===== config.mk =====
export PLATFORM = sky130hd
export DESIGN_NAME = decimation_stream
export DESIGN_NICKNAME = d
export VERILOG_FILES = /design/src/rtl/decimation_stream.sv
export SDC_FILE = /design/constraint.sdc
export NUM_CORES = 1
export LEC_CHECK = 0
export BUFFER_PORTS_ARGS = -buffer_cell sky130_fd_sc_hd__buf_2
export CORE_ASPECT_RATIO = 0.6
export CORE_MARGIN = 1
export CORE_UTILIZATION = 45
export CTS_BUF_LIST = sky130_fd_sc_hd__clkbuf_2 sky130_fd_sc_hd__clkbuf_4 sky130_fd_sc_hd__clkbuf_8
export CTS_CLUSTER_DIAMETER = 40
export CTS_CLUSTER_SIZE = 25
export DETAILED_ROUTE_END_ITERATION = 8
export GPL_TIMING_DRIVEN = 0
export PLACE_DENSITY = 0.81
export SLEW_MARGIN = 30
export SYNTH_ARGS = -nofsm -noshare
export SYNTH_HDL_FRONTEND = slang
export SYNTH_SLANG_ARGS = --single-unit
export TNS_END_PERCENT = 100

===== constraint.sdc =====
create_clock -name clk -period 2.7 [get_ports clk]
set_clock_uncertainty 0.05 [all_clocks]
set_input_delay 0.27 -clock clk [delete_from_list [all_inputs] [get_ports clk]]
set_output_delay 0.27 -clock clk [all_outputs]
set_load 0.05 [all_outputs]

===== src/rtl/decimation_stream.sv =====
// decimation_stream: 2x nearest-neighbour downscaler for 8-bit greyscale frames.
// Takes 64-bit words (8 pixels, MSB pixel first) and emits 32-bit words (4 pixels).
// Keeps the even pixel of each horizontal pair on even rows and drops odd rows.
// Build option: define DECIMATION_AVG_EN to emit the rounded mean of each pair
// instead of the even pixel.
module decimation_stream #(
    parameter int IMG_WIDTH  = 320,  // input row width in pixels, multiple of 8
    parameter int IMG_HEIGHT = 240   // input frame height in rows, >= 1
) (
    input  logic        clk,
    input  logic        reset,
    input  logic        in_valid,
    output logic        in_ready,
    input  logic [63:0] in_data,
    input  logic        in_sof,
    output logic        out_valid,
    input  logic        out_ready,
    output logic [31:0] out_data,
    output logic        out_sof,
    output logic        out_eol,
    output logic        frame_done
);

    localparam int WPR   = IMG_WIDTH / 8;
    localparam int COL_W = (WPR > 1) ? $clog2(WPR) : 1;
    localparam int ROW_W = (IMG_HEIGHT > 1) ? $clog2(IMG_HEIGHT) : 1;
    localparam logic [COL_W-1:0] COL_LAST = COL_W'(WPR - 1);
    localparam logic [ROW_W-1:0] ROW_LAST = ROW_W'(IMG_HEIGHT - 1);

    typedef enum logic [1:0] {
        IDLE,
        KEEP,
        DROP
    } state_e;

    state_e            state_q, state_d;
    logic [COL_W-1:0]  col_q, col_d;
    logic [ROW_W-1:0]  row_q, row_d;
    logic              out_valid_q, out_valid_d;
    logic [31:0]       out_data_q, out_data_d;
    logic              out_sof_q, out_sof_d;
    logic              out_eol_q, out_eol_d;
    logic              frame_done_q, frame_done_d;

    logic              out_free;
    logic              accept;
    logic              keep;
    logic [COL_W-1:0]  cur_col;
    logic [ROW_W-1:0]  cur_row;
    logic [ROW_W-1:0]  next_row;
    logic [31:0]       kept_pixels;

`ifdef DECIMATION_AVG_EN
    // Rounded mean of a horizontal pixel pair; the 9-bit sum keeps the carry.
    function automatic logic [7:0] pair_avg(input logic [7:0] a, input logic [7:0] b);
        logic [8:0] sum;
        sum = {1'b0, a} + {1'b0, b} + 9'd1;
        return sum[8:1];
    endfunction

    assign kept_pixels = {pair_avg(in_data[63:56], in_data[55:48]),
                          pair_avg(in_data[47:40], in_data[39:32]),
                          pair_avg(in_data[31:24], in_data[23:16]),
                          pair_avg(in_data[15:8],  in_data[7:0])};
`else
    logic unused_odd_pixels;

    assign kept_pixels = {in_data[63:56], in_data[47:40], in_data[31:24], in_data[15:8]};
    // Odd pixels are intentionally discarded in pure decimation.
    assign unused_odd_pixels = ^{in_data[55:48], in_data[39:32], in_data[23:16], in_data[7:0]};
`endif

    // The single output register can take a new word when empty or draining.
    assign out_free = !out_valid_q || out_ready;

    // Handshake, frame position tracking and output register next-state.
    always_comb begin
        // NOTE: every signal written here gets a default first so no latch is inferred.
        state_d      = state_q;
        col_d        = col_q;
        row_d        = row_q;
        in_ready     = 1'b0;
        accept       = 1'b0;
        cur_col      = col_q;
        cur_row      = row_q;
        next_row     = row_q + ROW_W'(1);
        frame_done_d = 1'b0;
        out_valid_d  = out_valid_q && !out_ready;
        out_data_d   = out_data_q;
        out_sof_d    = out_sof_q;
        out_eol_d    = out_eol_q;

        // A start-of-frame word always becomes a kept word, so in IDLE and DROP
        // it must wait for space in the output register like a KEEP word does.
        case (state_q)
            IDLE: begin
                in_ready = !(in_valid && in_sof) || out_free;
                accept   = in_valid && in_ready && in_sof;
            end
            KEEP: begin
                in_ready = out_free;
                accept   = in_valid && in_ready;
            end
            DROP: begin
                in_ready = !(in_valid && in_sof) || out_free;
                accept   = in_valid && in_ready;
            end
            default: state_d = IDLE;
        endcase

        // Start of frame (including a mid-frame resync) restarts at row 0, col 0.
        if (accept && in_sof) begin
            cur_col = '0;
            cur_row = '0;
        end
        next_row = cur_row + ROW_W'(1);
        keep     = accept && (in_sof || (state_q == KEEP));

        if (accept) begin
            if (cur_col == COL_LAST) begin
                col_d = '0;
                if (cur_row == ROW_LAST) begin
                    row_d        = '0;
                    state_d      = IDLE;
                    frame_done_d = 1'b1;
                end else begin
                    row_d   = next_row;
                    state_d = next_row[0] ? DROP : KEEP;
                end
            end else begin
                col_d   = cur_col + COL_W'(1);
                row_d   = cur_row;
                state_d = (state_q == IDLE) ? KEEP : (in_sof ? KEEP : state_q);
            end
        end

        if (keep) begin
            out_valid_d = 1'b1;
            out_data_d  = kept_pixels;
            out_sof_d   = (cur_row == '0) && (cur_col == '0);
            out_eol_d   = (cur_col == COL_LAST);
        end
    end

    // State, counters and output register; reset drops any pending output word.
    always_ff @(posedge clk or posedge reset) begin
        // NOTE: sequential state uses non-blocking assignments only.
        if (reset) begin
            state_q      <= IDLE;
            col_q        <= '0;
            row_q        <= '0;
            out_valid_q  <= 1'b0;
            out_data_q   <= '0;
            out_sof_q    <= 1'b0;
            out_eol_q    <= 1'b0;
            frame_done_q <= 1'b0;
        end else begin
            state_q      <= state_d;
            col_q        <= col_d;
            row_q        <= row_d;
            out_valid_q  <= out_valid_d;
            out_data_q   <= out_data_d;
            out_sof_q    <= out_sof_d;
            out_eol_q    <= out_eol_d;
            frame_done_q <= frame_done_d;
        end
    end

    assign out_valid  = out_valid_q;
    assign out_data   = out_data_q;
    assign out_sof    = out_sof_q;
    assign out_eol    = out_eol_q;
    assign frame_done = frame_done_q;

endmodule

After elaboration in Yosys (flattened, before gate mapping)
Index checks and enable logic that the tools add are counted.
Widths: inputs -> output; s select.

word-level totals
  flip-flop bits (word level) = 52
  bits of input ports = 69
  output and inout port bits = 37
  word-level logic and storage cells = 54

cells by class
  add/sub/neg operators = 2
  eq/ne operators = 6
  mux-type cells = 18
  reductions and logical operators = 20

operators with widths
  cell                 number
  $mux 8               3
  $mux 2               7
  $mux 6               2
  $add 8x1->8 const B  1
  $eq 8x8->1 const B   1
  $logic_and 1x1->1    8
  $logic_not 8->1      1
  $add 6x1->6 const B  1
  $eq 6x6->1 const B   1
  $logic_not 6->1      1
  $mux 1               4
  $ne 4x2->1 const B   1
  $logic_not 1->1      3
  $logic_or 1x1->1     3
  $pmux 1 s3           1
  $reduce_or 3->1      1
  $eq 2x1->1 const B   1
  $eq 2x2->1 const B   1
  $logic_not 2->1      1
  $ne 2x1->1 const B   1
  $pmux 1 s2           1
  $reduce_and 2->1     1
  $reduce_or 2->1      1

Depth between registers and ports, before layout
  word-level depth = 13
  depth in mapped cells = 10
  gate-level depth less buffers = 10

Worst setup path before layout
No wires, ideal clock.

  path type = register to register
  start = register out_valid_q (netlist: out_valid)
  end = register row_q[5]
  library setup time = 0.133 ns
  data arrival time = 2.159 ns
  data required time = 2.517 ns
  slack = 0.358 ns
  stages on the path, launching flop included = 10
  buffers on the path = 1
  period minus slack after synthesis = 2.342 ns
  cell sequence = dfrtp_1 -> nand2b_1 -> nand4_1 -> and2_1 -> ha_1 -> and4_1 -> clkbuf_1 -> nor2_2 -> o31ai_1 -> o41ai_1

on the way
  word-level cells in the longest chain between the ends = 11
  elaborated cells on any way between the ends = 15
  those cells by class = 1 x add/sub; 2 x eq/ne; 5 x mux; 7 x reduce/logical

ends and longest elaborated chain
  what                                              line      RTL
  start: declaration                                39        logic out_valid_q, out_valid_d;
  start signal: assignment                          161       out_valid_q <= out_valid_d;
  $logic_not 1->1 *                                 74        assign out_free = !out_valid_q || out_ready;
  $logic_or 1x1->1 *                                74
  $logic_or 1x1->1                                  97, 105
  $logic_and 1x1->1                                 98, 106
  $logic_and 1x1->1                                 98        accept = in_valid && in_ready && in_sof;
  $pmux 1 s3 *                                      95        case (state_q)
  $logic_and 1x1->1                                 112       if (accept && in_sof) begin
  $mux 8                                            112
  $add 8x1->8 / $eq 8x8->1 (equally long branches)  116, 122
  $mux 8                                            122       if (cur_row == ROW_LAST) begin
  $mux 8                                            120       if (cur_col == COL_LAST) begin
  end signal: assignment                            160       row_q <= row_d;
  end: declaration                                  38        logic [ROW_W-1:0] row_q, row_d;

Mark *: on every way between the ends. The rest lies on a longest branch, timed or not.
A chain may end at the register's enable or synchronous reset.

Worst setup path after layout
  start = register state_q[0]
  end = register row_q[7]

on the way
  word-level cells in the longest chain between the ends = 7
  elaborated cells on any way between the ends = 12
  those cells by class = 1 x add/sub; 4 x eq/ne; 5 x mux; 2 x reduce/logical

ends and longest elaborated chain
  what                                              line      RTL
  start: declaration                                36        state_e state_q, state_d;
  start signal: assignment                          158       state_q <= state_d;
  $eq 2x2->1, or another cell as far along          95
  $pmux 1 s3 *                                      95
  $logic_and 1x1->1                                 112
  $mux 8                                            112
  $add 8x1->8 / $eq 8x8->1 (equally long branches)  116, 122
  $mux 8                                            122
  $mux 8                                            120

Marked as above.

==> impl_metrics.toml <==
[sta]
final_hold_viol_count = 0
setup_viol = 0
fmax_ghz = 0.391
finalMaxSlewViolations = 0
hold_ws_ps = 134
final.period_utilization_pct = 94.8
worst_slew_pin_slew_ps = 452
finalWorstSetupSlack_ps = 141
fin_crit_ps = 2560
slew_headroom_pct = 69.8

[setup_path]
critPathMaxFanout = 7
slowest_stage = "dfrtp_1"
path_class = "reg2reg"
worstPathCellList = "nand2_1 > nand4_1 > buf_4 > nand2_1 > inv_1 > ha_1 > and3_1 > and2_1 > a31oi_1 > o21ai_0 > a31oi_1"
timing.rr.end = "row_q[7]"
startpoint_type = "flip-flop"
worst-r2r-cell-count = 11
endpoint_kind = "flip-flop"
required_ps = 2880
r2r-start = "state_q[0]"
r2r_slack_ps = 140
arrival_ps = 2740
slowest_delay_ps = 460

[grt]
first_global_vias = 1840
grt_overflow_total = 0
grt_max_degree = 52
grt_pass1_wl_um = 9150
grt_antenna_before_repair = 0
track_usage_pct = 19.8

[clock_tree]
cts_buffer_depth = 2
cts_htree_levels = 2
cts.sinks = 52
clock_latency_ps = 310
numCtsBuffers = 5
cts_tree = "yes"
path_clk_slew_ps = 110
root_buffer = "clkbuf_8"

[yosys]
synthArstFlopShare_pct = 100
ys_ff_latch = 52
synth_cells = 213
yosysWarnings = 0
ys.flop_type = "dfrtp_1"
synth_cell_types = 41
ys_seq_area_share_pct = 49.9
synthTopCellsByArea = "dfrtp_1, mux2_4, o21ai_0"
synth_edf_count = 0
synth.net_count = 286
avgSynthCellArea_um2 = 12.2
syn-cell-area_um2 = 2610
yosys.area.top_type_share_pct = 49.9
yosys.area.top_type = "dfrtp_1"

[pwr]
combinationalPowerShare_pct = 47.6
p_leak_nw = 1.57
power_density_nw_per_um2 = 924
worst_ir_drop_vdd_uv = 388
power.internal_w = 0.00164
p_sw_w = 0.00135
power_frac_clock_pct = 15.3
switching_share_pct = 45.1
p_seq_share_pct = 37.1

[die]
die_x_um = 100
dieArea_um2 = 6120
start_util_pct = 46.8
fp.dieH_um = 61.0
core_area_um2 = 5570
io_pins = 106
row_count = 21

[placed_design]
gp_congestion = 0.850
dp_hpwl_um = 4270
io_buffers = 73
place_ws_ps = 75.5

[hold_path]
min-delay-path-class = "in2reg"
hold_start = "in_data[15]"
hold_path_depth = 2
min_to = "out_data[7]"

[routing]
vias = 2020
wl_per_cell_um = 15.4
viasPerCell = 5.34
drtIter0Drc = 196
postRouteAntennaNets = 0
firstDrtPassIters = 4
drc_errors = 0
drt-total-wl_um = 5830

[final_layout]
num_antenna_cells = 0
nets = 370
syn2layout_area_growth_pct = 23.7
drive_above_1_share_pct = 44.3

[status]
status = "finished clean"

[flow_run]
drv_cap = 0
metal layers:
layer  share of wire [%]  up-vias  routed length [um]  GRT usage [%]
li1                    -      941                   -              -
met1                  45      954                2630           27.0
met2                  44      117                2580           31.1
met3                 9.9        8                 578           5.65
met4                0.69        0                  40           6.00
met5                   0        -                   0              0
synthesized netlist by cell type (4+ instances only):
| cell | number |
|---|---|
| nor2_1 | 8 |
| a21oi_1 | 7 |
| nand3_1 | 9 |
| o21ai_0 | 17 |
| mux2_4 | 27 |
| inv_1 | 6 |
| a31oi_1 | 6 |
| ha_1 | 4 |
| dfrtp_1 | 52 |
| mux2_2 | 4 |
| nand2_1 | 21 |
power by group through the flow:
stage	sequential [W]	clock, W	combinational [W]
after detailed placement	0.00112	0	0.00141
after global placement	0.00110	0	0.00139
after global routing	0.00113	0.000492	0.00150
after floorplan	0.00173	0	0.000486
after CTS	0.00111	0.000462	0.00142
final	0.00111	0.000456	0.00142
final cells by class:
class	count	area [um2]
plain buffers	6	77.6
clock buffers	5	68.8
clock inverters	3	21.3
fillers	462	2340
inverters	6	25.0
multi-input cells	148	1210
flip-flops and latches	52	1300
well taps	80	100
repair buffers	78	425
state kept, by name (all words and copies together) (netlist names):
name,count
out_data,32
row_q,8
col_q,6
state_q,2
frame_done,1
out_eol,1
out_sof,1
out_valid,1
cells in the final DEF (no fill, tap or decap), types with 2 or more instances in the layout:
cell	instances
a21oi_1	7
a31oi_1	6
and2_1	3
and3_1	2
and4_1	3
buf_12	3
buf_2	75
buf_4	4
clkbuf_8	5
dfrtp_1	52
ha_1	4
inv_1	5
mux2_1	3
mux2_2	4
mux2_4	27
nand2_1	21
nand2b_1	3
nand3_1	9
nand4_1	3
nor2_1	8
nor2_4	3
nor2b_1	2
nor3_1	3
nor4_1	3
o21ai_0	17
o31ai_1	3
metrics by stage:
| step | instances | area, um2 | utilization, % | setup TNS, ps | power, W |
|---|---|---|---|---|---|
| after detailed placement | 367 | 3100 | 55.7 | 0 | 0.00254 |
| after floorplan | 213 | 2610 | - | 0 | 0.00221 |
| final | 378 | 3230 | 58.0 | 0 | 0.00298 |
| after global placement | 366 | 3070 | 55.2 | 0 | 0.00249 |
| after global routing | 378 | 3230 | 58.0 | -45.3 | 0.00313 |
| after CTS | 376 | 3200 | 57.5 | 0 | 0.00299 |
logic make-up after synthesis:
| kind of cell | after synthesis | synth area share (%) |
|---|---|---|
| AND/OR/NAND/NOR | 68 | 15.4 |
| multiplexers | 34 | 18.6 |
| adder cells (fa/ha/maj) | 4 | 1.92 |
| AO/OA/AOI/OAI | 42 | 10.2 |
| buffers and inverters | 13 | 3.98 |
| flip-flops | 52 | 49.9 |
worst max-delay path by stage:
stage | endpoint | from | slack, ps | cells past startpoint
after global routing | row_q[7] | state_q[0] | -30 | 11
after floorplan | row_q[5] | out_valid | 360 | 9
after CTS | state_q[0] | state_q[0] | 50 | 9
after detailed placement | state_q[0] | state_q[0] | 80 | 9
after global placement | state_q[0] | state_q[0] | 160 | 9
final | row_q[7] | state_q[0] | 140 | 11
what timing repair did:
action                     4_1_cts  5_1_grt
hold endpoints to repair        52        0
buffers inserted                 0        3
hold buffers                     1        0
setup endpoints to repair        0        8
gates resized for setup          0        1
critical path: cells and delay by family (launching register included):
kind | cells | cell delay (ps)
AOI/OAI and AO/OA | 3 | 430
adders and majority gates | 1 | 220
and+or+nand+nor | 5 | 1020
buffers and inverters | 2 | 280
DFF | 1 | 460
(Power assumes the default switching activity.)
